===== src/rtl/gate_ctrl_pkg.sv =====
// Shared types, constants and helpers for the gate envelope controller.
// thr_close is a separate register only when GATE_HYSTERESIS_EN is defined.
package gate_ctrl_pkg;

    localparam int unsigned GAIN_W = 16;
    localparam int unsigned CFG_W  = 16;

    localparam logic [GAIN_W-1:0] GAIN_UNITY = 16'h8000;

    localparam logic [1:0] CFG_ADDR_THR_OPEN  = 2'd0;
    localparam logic [1:0] CFG_ADDR_THR_CLOSE = 2'd1;
    localparam logic [1:0] CFG_ADDR_HOLD      = 2'd2;
    localparam logic [1:0] CFG_ADDR_ENV       = 2'd3;

    typedef enum logic [2:0] {
        CLOSED  = 3'd0,
        ATTACK  = 3'd1,
        OPEN    = 3'd2,
        HOLD    = 3'd3,
        RELEASE = 3'd4
    } gate_state_t;

    // Envelope register layout at CFG_ADDR_ENV
    typedef struct packed {
        logic [3:0]  rel_shift;
        logic [11:0] attack_step;
    } cfg_env_t;

    // |x| with the most negative code clipped to the largest positive one
    function automatic logic [15:0] abs_sat16(input logic signed [15:0] x);
        logic [15:0] neg;
        neg = 16'(~x + 16'd1);
        if (x == 16'sh8000) begin
            return 16'h7fff;
        end
        if (x[15]) begin
            return neg;
        end
        return 16'(x);
    endfunction

endpackage


===== src/rtl/gate_gain_mult.sv =====
// Signed sample times unsigned Q1.15 gain, rounded half-up and saturated.
// Purely combinational.
module gate_gain_mult #(
    parameter int unsigned DATA_W = 16
) (
    input  logic signed [DATA_W-1:0] sample,
    input  logic        [15:0]       gain,
    output logic signed [DATA_W-1:0] scaled_c
);

    localparam int unsigned PW = DATA_W + 18;

    localparam logic signed [PW-1:0] HALF_LSB = PW'(16384);
    localparam logic signed [PW-1:0] SAT_MAX  = PW'((longint'(1) << (DATA_W - 1)) - 1);
    localparam logic signed [PW-1:0] SAT_MIN  = -SAT_MAX - PW'(1);

    logic signed [PW-1:0] prod;
    logic signed [PW-1:0] shifted;

    always_comb begin
        prod    = PW'(sample) * $signed(PW'(gain));
        shifted = (prod + HALF_LSB) >>> 15;
        if (shifted > SAT_MAX) begin
            scaled_c = DATA_W'(SAT_MAX);
        end else if (shifted < SAT_MIN) begin
            scaled_c = DATA_W'(SAT_MIN);
        end else begin
            scaled_c = DATA_W'(shifted);
        end
    end

endmodule


===== src/rtl/gate_envelope_ctrl.sv =====
// Noise-gate controller: envelope FSM driving a Q1.15 gain on a valid/ready stream.
// Define GATE_HYSTERESIS_EN for an independent close threshold.
module gate_envelope_ctrl
    import gate_ctrl_pkg::*;
#(
    parameter int unsigned DATA_W        = 16,
    parameter int unsigned THR_OPEN_DEF  = 1000,
    parameter int unsigned THR_CLOSE_DEF = 800,
    parameter int unsigned HOLD_DEF      = 3000,
    parameter int unsigned ATTACK_DEF    = 2048,
    parameter int unsigned REL_SHIFT_DEF = 1
) (
    input  logic                     clk,
    input  logic                     rst_n,
    input  logic                     s_valid,
    output logic                     s_ready,
    input  logic signed [DATA_W-1:0] s_sample,
    output logic                     m_valid,
    input  logic                     m_ready,
    output logic signed [DATA_W-1:0] m_sample,
    input  logic                     bypass,
    input  logic                     cfg_we,
    input  logic        [1:0]        cfg_addr,
    input  logic        [CFG_W-1:0]  cfg_wdata,
    output logic        [GAIN_W-1:0] gain,
    output logic        [2:0]        gate_state
);

    localparam logic [15:0] THR_OPEN_RST = 16'(THR_OPEN_DEF);
    localparam logic [15:0] HOLD_RST     = 16'(HOLD_DEF);
    localparam cfg_env_t    ENV_RST      = cfg_env_t'{rel_shift:   4'(REL_SHIFT_DEF),
                                                      attack_step: 12'(ATTACK_DEF)};

    logic [15:0] thr_open_q, thr_open_d;
    logic [15:0] hold_q, hold_d;
    cfg_env_t    env_q, env_d;
`ifdef GATE_HYSTERESIS_EN
    localparam logic [15:0] THR_CLOSE_RST = 16'(THR_CLOSE_DEF);
    logic [15:0] thr_close_q, thr_close_d;
`endif

    gate_state_t        state_q, state_d;
    logic [GAIN_W-1:0]  gain_q, gain_d;
    logic [15:0]        hold_cnt_q, hold_cnt_d;
    logic               m_valid_q, m_valid_d;
    logic signed [DATA_W-1:0] m_sample_q, m_sample_d;
    logic signed [DATA_W-1:0] scaled;

    logic        accept;
    logic [15:0] mag;
    logic [15:0] thr_close_eff;
    logic [15:0] attack_step_eff;
    logic [3:0]  rel_shift_eff;
    logic [16:0] gain_sum;
    logic [15:0] gain_att;
    logic [15:0] gain_shr;
    logic [15:0] rel_dec;
    logic [15:0] gain_rel;
    logic        open_hit;
    logic        hold_done;

    assign s_ready    = !m_valid_q || m_ready;
    assign accept     = s_valid && s_ready;
    assign m_valid    = m_valid_q;
    assign m_sample   = m_sample_q;
    assign gain       = gain_q;
    assign gate_state = state_q;

    gate_gain_mult #(
        .DATA_W (DATA_W)
    ) u_gain_mult (
        .sample   (s_sample),
        .gain     (gain_q),
        .scaled_c (scaled)
    );

    // Config writes are forwarded so a write coinciding with an accept already applies
    always_comb begin
        thr_open_d = thr_open_q;
        hold_d     = hold_q;
        env_d      = env_q;
`ifdef GATE_HYSTERESIS_EN
        thr_close_d = thr_close_q;
`endif
        if (cfg_we) begin
            case (cfg_addr)
                CFG_ADDR_THR_OPEN: thr_open_d = cfg_wdata;
`ifdef GATE_HYSTERESIS_EN
                CFG_ADDR_THR_CLOSE: thr_close_d = cfg_wdata;
`endif
                CFG_ADDR_HOLD:     hold_d = cfg_wdata;
                CFG_ADDR_ENV:      env_d  = cfg_env_t'(cfg_wdata);
                default: ;
            endcase
        end
    end

`ifdef GATE_HYSTERESIS_EN
    assign thr_close_eff = thr_close_d;
`else
    assign thr_close_eff = thr_open_d;
`endif

    // Gain arithmetic shared by the FSM
    always_comb begin
        mag             = abs_sat16(16'(s_sample));
        attack_step_eff = (env_d.attack_step == 12'd0) ? 16'd1 : 16'(env_d.attack_step);
        rel_shift_eff   = (env_d.rel_shift == 4'd0) ? 4'd1 : env_d.rel_shift;
        gain_sum        = 17'(gain_q) + 17'(attack_step_eff);
        gain_att        = (gain_sum >= 17'(GAIN_UNITY)) ? GAIN_UNITY : gain_sum[15:0];
        gain_shr        = gain_q >> rel_shift_eff;
        rel_dec         = (gain_shr == 16'd0) ? 16'd1 : gain_shr;
        gain_rel        = (gain_q > rel_dec) ? (gain_q - rel_dec) : 16'd0;
        open_hit        = mag > thr_open_d;
        hold_done       = (hold_d == 16'd0) || (hold_cnt_q >= (hold_d - 16'd1));
    end

    // Envelope FSM, advancing once per accepted sample
    always_comb begin
        state_d    = state_q;
        gain_d     = gain_q;
        hold_cnt_d = hold_cnt_q;
        if (accept) begin
            case (state_q)
                CLOSED: begin
                    gain_d = '0;
                    if (open_hit) begin
                        gain_d  = gain_att;
                        state_d = (gain_att == GAIN_UNITY) ? OPEN : ATTACK;
                    end
                end
                ATTACK: begin
                    gain_d  = gain_att;
                    state_d = (gain_att == GAIN_UNITY) ? OPEN : ATTACK;
                end
                OPEN: begin
                    gain_d = GAIN_UNITY;
                    if (mag <= thr_close_eff) begin
                        hold_cnt_d = '0;
                        state_d    = (hold_d == 16'd0) ? RELEASE : HOLD;
                    end
                end
                HOLD: begin
                    if (open_hit) begin
                        state_d = OPEN;
                    end else begin
                        hold_cnt_d = hold_cnt_q + 16'd1;
                        if (hold_done) begin
                            state_d = RELEASE;
                        end
                    end
                end
                RELEASE: begin
                    if (open_hit) begin
                        gain_d  = gain_att;
                        state_d = (gain_att == GAIN_UNITY) ? OPEN : ATTACK;
                    end else begin
                        gain_d = gain_rel;
                        if (gain_rel == 16'd0) begin
                            state_d = CLOSED;
                        end
                    end
                end
                default: begin
                    state_d = CLOSED;
                    gain_d  = '0;
                end
            endcase
        end
    end

    // Output register: load on accept, drop valid once drained
    always_comb begin
        m_valid_d  = m_valid_q;
        m_sample_d = m_sample_q;
        if (accept) begin
            m_valid_d  = 1'b1;
            m_sample_d = bypass ? s_sample : scaled;
        end else if (m_ready) begin
            m_valid_d = 1'b0;
        end
    end

    always_ff @(posedge clk or negedge rst_n) begin
        if (!rst_n) begin
            thr_open_q <= THR_OPEN_RST;
            hold_q     <= HOLD_RST;
            env_q      <= ENV_RST;
`ifdef GATE_HYSTERESIS_EN
            thr_close_q <= THR_CLOSE_RST;
`endif
            state_q    <= CLOSED;
            gain_q     <= '0;
            hold_cnt_q <= '0;
            m_valid_q  <= 1'b0;
            m_sample_q <= '0;
        end else begin
            thr_open_q <= thr_open_d;
            hold_q     <= hold_d;
            env_q      <= env_d;
`ifdef GATE_HYSTERESIS_EN
            thr_close_q <= thr_close_d;
`endif
            state_q    <= state_d;
            gain_q     <= gain_d;
            hold_cnt_q <= hold_cnt_d;
            m_valid_q  <= m_valid_d;
            m_sample_q <= m_sample_d;
        end
    end

endmodule


===== config.mk =====
export PLATFORM = sky130hd
export DESIGN_NAME = gate_envelope_ctrl
export DESIGN_NICKNAME = d
export VERILOG_FILES = /design/src/rtl/gate_ctrl_pkg.sv /design/src/rtl/gate_gain_mult.sv /design/src/rtl/gate_envelope_ctrl.sv
export SDC_FILE = /design/constraint.sdc
export NUM_CORES = 1
export LEC_CHECK = 0
export BUFFER_PORTS_ARGS = -buffer_cell sky130_fd_sc_hd__buf_2
export CORE_MARGIN = 2
export CORE_UTILIZATION = 55
export DETAILED_ROUTE_END_ITERATION = 8
export PLACE_DENSITY_LB_ADDON = 0.2
export SLEW_MARGIN = 20
export SYNTH_ARGS = -nofsm -noshare
export SYNTH_HDL_FRONTEND = slang
export SYNTH_SLANG_ARGS = --single-unit

===== constraint.sdc =====
create_clock -name clk -period 8.4 [get_ports clk]
set_input_delay 1.26 -clock clk [delete_from_list [all_inputs] [get_ports clk]]
set_output_delay 1.26 -clock clk [all_outputs]
set_load 0.05 [all_outputs]

==> metrics.txt <==
# TYPE chip_impl_metric gauge
chip_impl_metric{name="synth.yosys.warnings",unit=""} 0
chip_impl_metric{name="antenna_diode_instance_count",unit=""} 0
chip_impl_info{name="grt_most_used_layer",value="met2"} 1
chip_impl_info{name="setup.worst_path.class",value="in -> reg"} 1
chip_impl_metric{name="htreeDepth",unit=""} 3
chip_impl_metric{name="synth_enable_flop_cells",unit=""} 0
chip_impl_metric{name="area_inside_the_core_boundary",unit="sq um"} 30400
chip_impl_metric{name="clock_path_buffers",unit=""} 2
chip_impl_metric{name="finalWeightedCongestion",unit=""} 0.942
chip_impl_metric{name="first_global_vias",unit=""} 14300
chip_impl_metric{name="critPathMaxStageDelay",unit="ps"} 630
chip_impl_info{name="worst_path_cell_trace",value="buf_2 > nand2_1 > fa_1 > inv_1 > fa_1 > fa_1 > fa_1 > fa_1 > inv_1 > fa_1 > inv_1 > ha_1 > inv_1 > nor3_1 > nand3_1 > o311ai_1 > a21oi_1 > xnor2_1 > or3_1 > o32ai_2 > buf_4 > o22ai_1"} 1
chip_impl_metric{name="synth.lib_cells_used.distinct",unit=""} 83
chip_impl_metric{name="post-route-worst-setup-slack",unit="ps"} 801
chip_impl_metric{name="slew_headroom",unit="%"} 25.7
chip_impl_metric{name="final_net_count",unit=""} 2387
chip_impl_metric{name="wire_per_inst",unit="um"} 19.6
chip_impl_metric{name="post_synth_instance_area",unit="sq um"} 16900
chip_impl_metric{name="core.rowCount",unit=""} 64
chip_impl_metric{name="final_max_slew_viol_count",unit=""} 0
chip_impl_metric{name="utilization",unit="%"} 59.2
chip_impl_metric{name="detail-route-antenna-nets",unit=""} 0
chip_impl_metric{name="pre_cts_slack",unit="ps"} 407
chip_impl_metric{name="fp.dieArea",unit="sq um"} 32100
chip_impl_metric{name="final_min_period_over_clock_period",unit="%"} 90.5
chip_impl_info{name="path_common_cell",value="fa_1"} 1
chip_impl_metric{name="reg2reg_setup_slack",unit="ps"} 950
chip_impl_info{name="reg2reg_to",value="m_sample[9]"} 1
chip_impl_metric{name="cts.reportedPaths.clkPinSlew",unit="ps"} 80
chip_impl_metric{name="die-height",unit="um"} 179
chip_impl_metric{name="synthesized_area_divided_by_synthesized_cell_count",unit="sq um"} 8.71
chip_impl_metric{name="rr_worst_depth",unit=""} 22
chip_impl_metric{name="initial_utilization",unit="%"} 55.5
chip_impl_info{name="run_status",value="finished clean"} 1
chip_impl_metric{name="cts_setup_buffers",unit=""} 0
chip_impl_metric{name="cp_max_fo",unit=""} 21
chip_impl_metric{name="post_cts_hold_buffer_count",unit=""} 0
chip_impl_metric{name="clock_latency",unit="ps"} 370
chip_impl_info{name="timing.rr.start",value="gain[8]"} 1
chip_impl_metric{name="max_freq",unit="GHz"} 0.132
chip_impl_metric{name="groute.layer.met2.usage",unit="%"} 49.0
chip_impl_metric{name="synth_nets",unit=""} 2360
chip_impl_metric{name="io_pins",unit=""} 77
chip_impl_metric{name="total_grt_overflow",unit=""} 0
chip_impl_metric{name="gr-usage-all-layers",unit="%"} 30.1
chip_impl_info{name="crit_path_top_delay_cell",value="o311ai_1"} 1
chip_impl_metric{name="max_cap_violations",unit=""} 0
chip_impl_metric{name="asyncSetResetFlopFracSynth",unit="%"} 100
chip_impl_metric{name="num-fill-cells",unit=""} 2751
chip_impl_metric{name="io_buffers",unit=""} 76
chip_impl_info{name="yosysTopAreaCell",value="fa_1"} 1
chip_impl_metric{name="firstDrtPassIters",unit=""} 7
chip_impl_metric{name="final_min_period",unit="ps"} 7600
chip_impl_metric{name="synth-seq-area-share",unit="%"} 14.9
chip_impl_info{name="hold_path_startpoint",value="thr_open_q[13]"} 1
chip_impl_metric{name="final-hold-violation-count",unit=""} 0
chip_impl_info{name="hold_path.class",value="reg -> reg"} 1
chip_impl_metric{name="critPathRequiredTime",unit="ps"} 8650
chip_impl_metric{name="clkSinkCount",unit=""} 100
chip_impl_info{name="cts_tree",value="built"} 1
chip_impl_metric{name="timing.setup.tns",unit="ps"} 0
chip_impl_info{name="critPathLaunch",value="s_sample[7]"} 1
chip_impl_metric{name="critical_path_arrival",unit="ps"} 7840
chip_impl_metric{name="timing_worst_slew_pin_value",unit="ps"} 1100
chip_impl_metric{name="drt-vias-per-instance",unit=""} 5.96
chip_impl_metric{name="dp_hpwl",unit="um"} 35900
chip_impl_metric{name="grt_pass1_wl",unit="um"} 75200
chip_impl_metric{name="setup_violations",unit=""} 0
chip_impl_metric{name="post_cts.resized_instances",unit=""} 0
chip_impl_info{name="postSynth.topFlopCell",value="dfrtp_1"} 1
chip_impl_info{name="critical_path.startpoint_type",value="primary input"} 1
chip_impl_info{name="ys_top_cells_by_area",value="fa_1 23%, ha_1 14%, dfrtp_1 13%, inv_1 6.6%, nand2_1 4.8%"} 1
chip_impl_metric{name="number_of_antenna_violations_at_the_first_check_in_global_routing",unit=""} 1
chip_impl_info{name="critical_path.endpoint_type",value="register"} 1
chip_impl_metric{name="post-route-drc-count",unit=""} 0
chip_impl_metric{name="grt_use_met1",unit="%"} 40.8
chip_impl_metric{name="maximum_number_of_pins_on_one_net_before_global_route_repair",unit=""} 69
chip_impl_metric{name="dr.first_iter.drc_count",unit=""} 1029
chip_impl_metric{name="met3_usage",unit="%"} 5.07
chip_impl_metric{name="areaGrowthSynthToFinish",unit="%"} 6.58
chip_impl_info{name="clockRootBuffer",value="clkbuf_16"} 1
chip_impl_metric{name="post_synth_inst_count",unit=""} 1941
chip_impl_metric{name="vias",unit=""} 14100
chip_impl_metric{name="ys_seq_elements",unit=""} 100
chip_impl_metric{name="cts_inserted_buffers",unit=""} 9
chip_impl_metric{name="synth_top_area_share",unit="%"} 23.2
chip_impl_metric{name="postRouteWirelength",unit="um"} 46300
chip_impl_metric{name="post_route_cells_drive_above_1_share",unit="%"} 10.4
chip_impl_info{name="critPathCapture",value="m_sample[9]"} 1
chip_impl_metric{name="die_x",unit="um"} 179
chip_impl_metric{name="finalClockSkew",unit="ps"} 16.8
chip_impl_info{name="grt_setup_unrepaired",value="false"} 1
## registers in the layout (all words and copies together), names as in the netlist
signal and flops:
env_q 16, gain 16, hold_cnt_q 16, hold_q 16
m_sample 16, thr_open_q 16, gate_state 3, m_valid 1
## worst min path at each step
stage	to	cells after the start
6_report	thr_open_q[13]	2
5_1_grt	thr_open_q[2]	1
4_1_cts	thr_open_q[13]	2
3_5_place_dp	thr_open_q[13]	2
3_3_place_gp	thr_open_q[15]	2
2_1_floorplan	thr_open_q[11]	2
## critical path: cells and delay by family
family	cells	cell delay, ps
fa+ha+maj	7	3510
buf+inv	6	930
simple gates	4	950
xor+xnor	1	180
compound gates	4	1000
## layout make-up
cell class              count  area, sq um  area share (%)
multi-input cells        1454        12900            71.8
repair buffers            105          601            3.33
well taps                 396          495            2.75
clock inverters             7          120           0.667
flip-flops and latches    100         2520            14.0
clock buffers               9          225            1.25
inverters                 298         1120            6.21
## per-layer routing
layer,vias up,wire length [um]
li1,6495,-
met5,-,0
met4,0,1410
met3,109,3820
met2,567,21700
met1,6958,19400
## placed cells by master (no fill, tap or decap), types with 30 or more instances in the layout
| cell type | n |
|---|---|
| dfrtp_1 | 85 |
| xnor2_1 | 32 |
| buf_4 | 30 |
| xor2_1 | 34 |
| mux2i_1 | 44 |
| and2_1 | 116 |
| mux2_2 | 42 |
| inv_1 | 295 |
| nor2_1 | 80 |
| buf_2 | 75 |
| fa_1 | 196 |
| a21oi_1 | 71 |
| ha_1 | 183 |
| nand2_1 | 214 |
| o21ai_0 | 56 |
## per-stage QoR
stage	hold WS, ps	instance area (sq um)	std cells
detailed placement	482	17700	2353
floorplan	453	16900	1941
global route	520	18000	2369
finish	498	18000	2369
CTS	501	18000	2369
global placement	471	17700	2353
## cells by family (layout without fill, tap and decap cells)
| group | after synthesis | after routing | share of synthesized area (%) |
|---|---|---|---|
| and+or+nand+nor | 605 | 605 | 18.2 |
| muxes | 87 | 87 | 5.54 |
| buffers and inverters | 387 | 419 | 8.68 |
| AOI/OAI and AO/OA | 316 | 316 | 12.5 |
| adders and majority gates | 379 | 379 | 36.8 |
| xor gates and xnor gates | 66 | 66 | 3.42 |
| other | 1 | 1 | 0.0222 |
| DFF | 100 | 100 | 14.9 |
## Yosys cell counts (19+ instances only)
cell and n:
a21oi_1 71, fa_1 196, o21ai_0 56, clkbuf_1 77, dfrtp_1 85, o22ai_1 21
mux2_2 42, nor2_1 80, a21o_1 24, and2_1 116, mux2i_1 44, nand2b_1 26
nand2_1 214, nand3_1 28, inv_1 295, xor2_1 34, ha_1 183, nor3_1 28
xnor2_1 32, nand3b_1 19
Power is not shown: default switching activity piles up to over one toggle a cycle in this logic, so the estimate is an artifact.
